$ cat config.mk
export PLATFORM = sky130hd
export DESIGN_NAME = interval_arbiter_flat
export DESIGN_NICKNAME = d
export VERILOG_FILES = /design/src/rtl/interval_arbiter_if.sv /design/src/rtl/interval_arbiter.sv /design/src/flat_wrapper.sv
export SDC_FILE = /design/constraint.sdc
export NUM_CORES = 1
export LEC_CHECK = 0
export CAP_MARGIN = 20
export CORE_AREA = 2 2 45 47
export DETAILED_ROUTE_END_ITERATION = 16
export DIE_AREA = 0 0 47 49
export PLACE_DENSITY = 0.8
export SYNTH_ARGS = -nofsm -noshare
export SYNTH_HDL_FRONTEND = slang
export SYNTH_SLANG_ARGS = --single-unit
$ cat constraint.sdc
create_clock -name clk_i -period 4.2 [get_ports clk_i]
set_input_delay 0.42 -clock clk_i [delete_from_list [all_inputs] [get_ports clk_i]]
set_output_delay 0.42 -clock clk_i [all_outputs]
set_load 0.05 [all_outputs]
$ cat src/rtl/interval_arbiter_if.sv
// Requester/counter bundle for interval_arbiter: request levels and lengths in,
// grant/done strobes out, plus the shared 4-bit counter control and readback.
interface interval_arbiter_if #(
  parameter int N_REQ = 4
);
  logic [N_REQ-1:0]   req;
  logic [4*N_REQ-1:0] len;
  logic [N_REQ-1:0]   gnt;
  logic [N_REQ-1:0]   done;
  logic               busy;
  logic [3:0]         cnt_d;
  logic               cnt_ld;
  logic               cnt_m;
  logic               cnt_ce;
  logic [3:0]         cnt_q;

  // requesters plus the counter itself
  modport master (
    output req, len, cnt_q,
    input  gnt, done, busy, cnt_d, cnt_ld, cnt_m, cnt_ce
  );

  // the arbiter
  modport slave (
    input  req, len, cnt_q,
    output gnt, done, busy, cnt_d, cnt_ld, cnt_m, cnt_ce
  );
endinterface

$ cat src/rtl/interval_arbiter.sv
// Round-robin scheduler sharing one loadable 4-bit down-counter among N_REQ
// requesters; each grant loads its interval, counts it out and pulses done.
//
// state   | meaning
// --------+-----------------------------------------------------------
// IDLE    | no grant; pick next requester after last, wrapping
// LOAD    | load LEN[idx] into the counter
// RUN     | counter decrements until zero; withdrawal aborts to IDLE
// DONE    | one-cycle done pulse to idx, then back to IDLE
module interval_arbiter #(
  parameter int N_REQ = 4
) (
  input  logic        clk_i,
  input  logic        rst_n_i,
  interval_arbiter_if.slave bus
);

  localparam int IDX_W = (N_REQ > 1) ? $clog2(N_REQ) : 1;

  typedef enum logic [1:0] {
    ST_IDLE = 2'd0,
    ST_LOAD = 2'd1,
    ST_RUN  = 2'd2,
    ST_DONE = 2'd3
  } state_e;

  state_e           state_q, state_d;
  logic [IDX_W-1:0] idx_q,   idx_d;
  logic [IDX_W-1:0] last_q,  last_d;

  logic [IDX_W-1:0] pick;
  logic             pick_vld;
  logic [IDX_W-1:0] cand;
  logic [3:0]       len_sel;
  logic             cnt_zero;

  logic [N_REQ-1:0] gnt_c;
  logic [N_REQ-1:0] done_c;
  logic [3:0]       cnt_d_c;
  logic             cnt_ld_c;
  logic             cnt_m_c;
  logic             cnt_ce_c;

  // N_REQ need not be a power of two, so the wrap is an explicit compare
  function automatic logic [IDX_W-1:0] wrap_add(input logic [IDX_W-1:0] base, input int off);
    int s;
    s = int'(base) + off;
    if (s >= N_REQ) s = s - N_REQ;
    return IDX_W'(s);
  endfunction

  assign len_sel  = bus.len[{idx_q, 2'b00} +: 4];
  assign cnt_zero = (bus.cnt_q == 4'd0);

  always_comb begin
    pick     = '0;
    pick_vld = 1'b0;
    cand     = '0;
    for (int i = 1; i <= N_REQ; i++) begin
      cand = wrap_add(last_q, i);
      if (!pick_vld && bus.req[cand]) begin
        pick     = cand;
        pick_vld = 1'b1;
      end
    end
  end

  always_ff @(posedge clk_i or negedge rst_n_i) begin
    if (!rst_n_i) begin
      state_q <= ST_IDLE;
      idx_q   <= '0;
      last_q  <= IDX_W'(N_REQ - 1);
    end else begin
      state_q <= state_d;
      idx_q   <= idx_d;
      last_q  <= last_d;
    end
  end

  always_comb begin
    state_d  = state_q;
    idx_d    = idx_q;
    last_d   = last_q;
    gnt_c    = '0;
    done_c   = '0;
    cnt_d_c  = 4'd0;
    cnt_ld_c = 1'b0;
    cnt_m_c  = 1'b0;
    cnt_ce_c = 1'b0;

    case (state_q)
      ST_IDLE: begin
        if (pick_vld) begin
          idx_d   = pick;
          state_d = ST_LOAD;
        end
      end

      ST_LOAD: begin
        gnt_c[idx_q] = 1'b1;
        cnt_d_c      = len_sel;
        cnt_ld_c     = 1'b1;
        cnt_ce_c     = 1'b1;
        cnt_m_c      = 1'b1;
        state_d      = ST_RUN;
      end

      ST_RUN: begin
        gnt_c[idx_q] = 1'b1;
        cnt_m_c      = 1'b1;
        // holding CE low at zero keeps the counter from wrapping to 15
        cnt_ce_c     = !cnt_zero;
        if (cnt_zero) begin
          state_d = ST_DONE;
        end else if (!bus.req[idx_q]) begin
          state_d = ST_IDLE;
          last_d  = idx_q;
        end
      end

      ST_DONE: begin
        done_c[idx_q] = 1'b1;
        last_d        = idx_q;
        state_d       = ST_IDLE;
      end

      default: state_d = ST_IDLE;
    endcase
  end

  assign bus.gnt    = gnt_c;
  assign bus.done   = done_c;
  assign bus.busy   = (state_q != ST_IDLE);
  assign bus.cnt_d  = cnt_d_c;
  assign bus.cnt_ld = cnt_ld_c;
  assign bus.cnt_m  = cnt_m_c;
  assign bus.cnt_ce = cnt_ce_c;

endmodule

$ cat src/flat_wrapper.sv
// flat-port wrapper written by rule: the top's interface ports become plain ports
module interval_arbiter_flat 
#(
  parameter int N_REQ = 4
)
  (clk_i, rst_n_i, bus_req, bus_len, bus_cnt_q, bus_gnt, bus_done, bus_busy, bus_cnt_d, bus_cnt_ld, bus_cnt_m, bus_cnt_ce);
  interval_arbiter_if #(.N_REQ(N_REQ)) bus_i ();
  input  logic clk_i;
  input  logic rst_n_i;
  input wire logic [$bits(bus_i.req)-1:0] bus_req;
  input wire logic [$bits(bus_i.len)-1:0] bus_len;
  input wire logic [$bits(bus_i.cnt_q)-1:0] bus_cnt_q;
  output wire logic [$bits(bus_i.gnt)-1:0] bus_gnt;
  output wire logic [$bits(bus_i.done)-1:0] bus_done;
  output wire logic [$bits(bus_i.busy)-1:0] bus_busy;
  output wire logic [$bits(bus_i.cnt_d)-1:0] bus_cnt_d;
  output wire logic [$bits(bus_i.cnt_ld)-1:0] bus_cnt_ld;
  output wire logic [$bits(bus_i.cnt_m)-1:0] bus_cnt_m;
  output wire logic [$bits(bus_i.cnt_ce)-1:0] bus_cnt_ce;
  assign bus_i.req = bus_req;
  assign bus_i.len = bus_len;
  assign bus_i.cnt_q = bus_cnt_q;
  assign bus_gnt = bus_i.gnt;
  assign bus_done = bus_i.done;
  assign bus_busy = bus_i.busy;
  assign bus_cnt_d = bus_i.cnt_d;
  assign bus_cnt_ld = bus_i.cnt_ld;
  assign bus_cnt_m = bus_i.cnt_m;
  assign bus_cnt_ce = bus_i.cnt_ce;
  interval_arbiter #(.N_REQ(N_REQ)) u_core (.clk_i(clk_i), .rst_n_i(rst_n_i), .bus(bus_i));
endmodule
==> results of run 1 <==
==> sequential cells by signal, indices dropped and copies added, names as in the netlist <==
register,cells
u_core.idx_q,2
u_core.last_q,2
u_core.state_q,2
==> final timing paths <==
check | endpoint | slack (ns) | depth (start not counted)
setup / recovery | bus_cnt_d[0] | 1.38 | 3
hold / removal | u_core.idx_q[1] | 0.41 | 1
setup reg to reg | u_core.last_q[0] | 2.29 | 3
hold reg to reg | u_core.state_q[1] | 0.61 | 1
max in group asynchronous | u_core.last_q[1] | 3.53 | 1
min in group clk_i | u_core.state_q[1] | 0.61 | 1
==> layer usage <==
metal,wire length (um),part of all wire,track usage,up-vias
met5,0,0,0,-
met1,725,0.41,0.181,299
li1,-,-,-,337
met4,0,0,0.0694,0
met3,208,0.12,0.0370,0
met2,815,0.47,0.274,33
==> through the flow <==
| stage | instances | total power, mW | hold WS (ns) | area [um^2] | util |
|---|---|---|---|---|---|
| floorplan | 68 | 0.614 | 0.124 | 644 | - |
| global placement | 132 | 0.799 | 0.572 | 1070 | 0.582 |
| detailed placement | 132 | 0.810 | 0.595 | 1070 | 0.582 |
| CTS | 135 | 0.864 | 0.411 | 1090 | 0.594 |
| global route | 135 | 0.912 | 0.408 | 1090 | 0.594 |
| finish | 135 | 0.854 | 0.412 | 1090 | 0.594 |
==> cells by family after synthesis <==
logic type / Yosys count / synth area share
AO/OA/AOI/OAI: 14 / 0.148
adder cells (fa/ha/maj): 4 / 0.0777
buffers and inverters: 9 / 0.0544
flip-flops: 6 / 0.237
multiplexers: 8 / 0.249
AND/OR/NAND/NOR: 27 / 0.235
==> Yosys cell counts, drive strengths merged <==
master,n,area (um^2)
and3b,1,8.76
and2,4,25.0
mux4,5,128
o22a,1,8.76
nor3,2,10.0
ha,4,50.1
a31oi,2,12.5
nor4b,1,8.76
nor3b,3,22.5
a31o,1,8.76
o22ai,1,6.26
clkbuf,3,11.3
dfrtp,4,100
o21a,3,22.5
and3,2,12.5
o41ai,1,8.76
nor2b,1,6.26
inv,5,18.8
buf,1,5.00
o31ai,1,7.51
nor2,4,15.0
o21ai,1,5.00
nand2b,1,6.26
nor4,1,6.26
mux2,2,22.5
or4,1,7.51
nand2,6,22.5
mux2i,1,10.0
a21oi,3,15.0
dfstp,2,52.6
==> cell type report <==
cell class	instances	area [um^2]
clock buffer	3	22.5
fill	165	747
inverter	5	18.8
multi-input combinational	53	457
sequential	6	153
tap	27	33.8
timing repair buffer	41	410
==> power by group <==
part,switching [mW],internal (mW),total (mW)
combinational,0.379,0.266,0.645
sequential,0.0646,0.0941,0.159
clock,0.0177,0.0321,0.0498
==> critical path: cells and delay by family, from the launching register on <==
kind                   cells  cell delay, ns
and+or+nand+nor            1            0.17
buffers and inverters      1            0.69
DFF                        1            0.65
muxes                      1            0.65
==> results.md, run 1 <==
* DRC at 0
* Crit-path cells: mux4_1 -> and2_1 -> clkdlybuf4s50_1
* Core ar. at ~1800 um^2
* Clk_skew at 0.000319 ns
* Initial Util at 0.350
* Cts bufs inserted at 3
* Die H at 49 um
* Commonest non-fill, non-tap cells in the layout: clkdlybuf4s50_1, nand2_1, inv_1
* Row count at 16
* Final Hold Fails at 0
* Cell Pwr Density at 780 nW/um^2
* P_leak at 0.433 nW
* Vias at approximately 670
* Clk Latency, worst-skew pair at 0.24 ns
* Syn nets at approximately 100
* DRT iter0 DRCs at 4
* CTS root buf: clkbuf_4
* Cells after Synth at between 60 and 70
* Routed wire length per instance at ~13 um
* WS Path Type: reg2out
* CP max stage cell: clkdlybuf4s50_1
* DP Worst Slack at roughly 1.5 ns
* Fin. max-slew vios at 0
* Max-cap violations at 0
* Layout area overhead at 69.9%
* Most common library cell in the layout ignoring fill and taps: clkdlybuf4s50_1
* CTS sink cnt at 6
* Worst EP required at between 3 and 4 ns
* Max-slew headroom at 0.658
* Netlist cell types at 31
* I/O pin total at between 40 and 50
* Number of diodes at 0
* Fin Setup TNS at 0 ns
* VDD IR-drop max at between 0.0003 and 0.0004 V
* FF+latch count, synth at 6
* CP max stage delay at 0.69 ns
* Post-synthesis instance area at 644 um^2
* Setup ws final at about 1.4 ns
* Syn avg cell area at about 9.5 um^2
* Worst slew pin tran at roughly 0.51 ns
* First-pass GRT wire length at approximately 2600 um
* Die Width at 47 um
* H-Tree Level Count at 1
* Startpoint types: flop
* Fin crit share at 0.672
* RSZ-0062 raised after global routing: no
* Largest net degree at the start of global routing at 16
* Fin nets at 140
* Post-CTS Hold Fix Bufs at 0
* Outcome: finished, final reports clean
* Register area share after synthesis at 0.237
* Critical path arrival at approximately 2.4 ns
* Peak Freq at about 0.35 GHz
* Remaining Overflow, GRT at 0
* Layout cells sized above 1 at 0.0741
* Hold crit path type: in2async
* IO Port Bufs at slightly above 40
* Placer Congestion at 0.759
* Reg2reg start: u_core.idx_q[1]
* Worst setup path startpoint: u_core.idx_q[0]
* Tmin final at approximately 2.8 ns
* Final setup fails at 0
* DRT Pass-1 Iters at 4
* Post-DP HPWL at approximately 1500 um
* Post-CTS Setup Inserts at 0
* Total track usage at 0.161
* Vias per cell at 4.96
* Number of global-route vias before repair at 619
* CP Capture Type: output port
* Die area at 2300 um^2
* Total Wirelength at 1750 um
* Reg clk slew, reported paths at around 0.040 ns
* Post-CTS sizing at 0
* DRT antenna net count at 0
* Clock buffer depth at 2
* Initial antenna violation count at 0
* CTS tree: done
* Yosys warns at 0
* Crit path max fanout at 15
(Power assumes the default switching activity.)
==> inputs of run 2 (changes only) <==
Settings changed: CORE_AREA 2 2 45 47 to 2 2 46 48, DIE_AREA 0 0 47 49 to 0 0 48 50, PLACE_DENSITY 0.8 to 0.76.
Clock period 4.2 ns to 2.8 ns, I/O delays scaled along.
==> run 2 against run 1 <==
Power increased by 52%. Core utilization fell by 1.5 points. Combinational power up 54%. Sequential share of layout area shrank 0.095 points. First-iteration DRC count up 75%. Design area rose by 0.69%. Clock-buffer cell count stayed put. Largest power group unchanged.
==> results.md, run 2 (synthesis results as in run 1) <==
* Number of global-route vias before repair at 648 (+4.7%)
* Reg area at 153 um^2 (unchanged)
* Peak Freq at 0.402 GHz
* Design area at 1100 um^2 (+0.69%)
* Max-slew headroom at 0.638 (-0.0203)
* CTS tree: done
* CTS root buf: clkbuf_4
* Post-DP HPWL at 1430 um (-2.5%)
* Layout cells sized above 1 at 0.0826 (+0.00849)
* Biggest regs: u_core.idx_q: 2 flops, u_core.last_q: 2 flops, u_core.state_q: 2 flops
* Post-CTS Setup Inserts at 0 (unchanged)
* Final setup fails at 0 (unchanged)
* DRT Pass-1 Iters at 4 (unchanged)
* Vias per cell at 5.24 (+5.8%)
* CTS sink cnt at 6 (unchanged)
* Largest net degree at the start of global routing at 16 (unchanged)
* Initial antenna violation count at 0 (unchanged)
* CP Capture Type: output port
* Fin. max-slew vios at 0 (unchanged)
* RSZ-0062 raised after global routing: no
* Hold crit path type: in2async
* Outcome: finished, final reports clean
* Fin crit share at 0.888
* Startpoint types: input port
* Post-CTS sizing at 0 (unchanged)
* Initial Util at 0.339 (-0.0110)
* Cell Pwr Density at 1170 nW/um^2 (+51%)
* Placer Congestion at 0.688 (-9.4%)
* Die Width at 48 um (+2.1%)
* Remaining Overflow, GRT at 0 (unchanged)
* Reg clk slew, reported paths at 0.04 ns (about the same)
* DRC at 0 (unchanged)
* Max-cap violations at 0 (unchanged)
* Post-CTS Hold Fix Bufs at 0 (unchanged)
* VDD IR-drop max at 0.000581 V (+49%)
* WS Path Type: in2out
* Die area at 2400 um^2 (+4.2%)
* Worst EP required at 2.52 ns (-1.26 ns)
* Final Hold Fails at 0 (unchanged)
* P_leak at 0.438 nW (+1.1%)
* Most common library cell in the layout ignoring fill and taps: clkdlybuf4s50_1
* Fillcell total at 172 (+4.2%)
* Crit path max fanout at 3 (-12)
* DRT antenna net count at 0 (unchanged)
* Total Wirelength at 1820 um (+3.9%)
* Core ar. at 1900 um^2 (+3.3%)
* Worst slew pin tran at 0.536 ns (+0.0235 ns)
* Clk Latency, worst-skew pair at 0.24 ns (about the same)
* Cts bufs inserted at 3 (unchanged)
* Die H at 50 um (+2.0%)
* Tmin final at approximately 2.5 ns
* First-pass GRT wire length at 2660 um (+0.79%)
* Vias at 713 (+6.6%)
* IO Port Bufs at 41 (unchanged)
* Fin Setup TNS at 0 ns (unchanged)
* Clock buffer depth at 2 (unchanged)
* Placed Area at 1080 um^2 (+0.70%)
* I/O pin total at 42 (unchanged)
* Total track usage at 0.152 (-0.00816)
* Multi-input combinational cell area at 457 um^2 (unchanged)
* Clk_skew at 0.00350 ns (+0.00318 ns)
* Number of diodes at 0 (unchanged)
* Routed wire length per instance at 13.4 um (+3.1%)
* Critical path arrival at 2.21 ns (-0.19 ns)
* Row count at 16 (unchanged)
* Fin nets at 141 (+0.71%)
* Layout area overhead at 71.1%
* H-Tree Level Count at 1 (unchanged)
* Commonest non-fill, non-tap cells in the layout: clkdlybuf4s50_1, nand2_1, inv_1
* DRT iter0 DRCs at 7 (+3)
-- run 2: cell count changes in the layout (fill, tap and decap cells not counted), sizes merged --
| cell | previous run | this run |
|---|---|---|
| buf | 0 | 1 |
-- run 2: critical path, stage by stage --
cell	delay, ns
clkdlybuf4s50_1	0.41
or4_1	0.59
a21oi_1	0.18
nor2b_1	0.06
clkdlybuf4s50_1	0.69
-- run 2: stage by stage --
step / instances / power (mW) / util / worst slack [ns] / hold slack [ns]
after global placement: 133 / 1.21 / 0.568 / 0.353 / 0.531
after floorplan: 68 / 0.920 / - / 0.236 / -0.0156
after CTS: 136 / 1.30 / 0.580 / 0.313 / 0.280
final: 136 / 1.29 / 0.580 / 0.313 / 0.278
after global routing: 136 / 1.37 / 0.580 / 0.237 / 0.298
after detailed placement: 133 / 1.22 / 0.568 / 0.320 / 0.536
-- run 2: path summary, 6_finish.rpt --
kind | from | endpoint | slack (ns) | depth (start not counted)
setup / recovery | bus_cnt_q[3] | bus_cnt_ce | 0.31 | 5
hold / removal | rst_n_i | u_core.idx_q[0] | 0.28 | 1
setup reg to reg | u_core.idx_q[1] | u_core.state_q[1] | 0.84 | 4
hold reg to reg | u_core.state_q[0] | u_core.state_q[0] | 0.59 | 1
max in group asynchronous | rst_n_i | u_core.last_q[0] | 2.25 | 1
min in group clk_i | u_core.state_q[0] | u_core.state_q[0] | 0.59 | 1
-- run 2: routing by layer --
layer,wire length [um],global-route usage
met2,854,0.262
met5,0,0
met1,712,0.160
met3,241,0.0696
met4,8,0.0405
-- run 2: cell type report --
| cell class | count | area share |
|---|---|---|
| repair buffers | 42 | 0.379 |
| multi-input cells | 53 | 0.414 |
| clock buffers | 3 | 0.0204 |
| inverters | 5 | 0.0170 |
| well taps | 27 | 0.0306 |
| flip-flops and latches | 6 | 0.138 |
-- run 2: where the power goes --
group,leakage [nW],internal (mW),switching (mW),total [mW]
combinational,0.354,0.407,0.588,0.994
clock,0.0138,0.0482,0.0275,0.0757
sequential,0.0701,0.142,0.0822,0.224
total,0.438,0.596,0.697,1.29
==> inputs of run 3 (changes only) <==
Settings changed: SKIP_LAST_GASP set to 1.
==> results of run 3 <==
Final layout, timing and power as in run 2 (identical DEF).
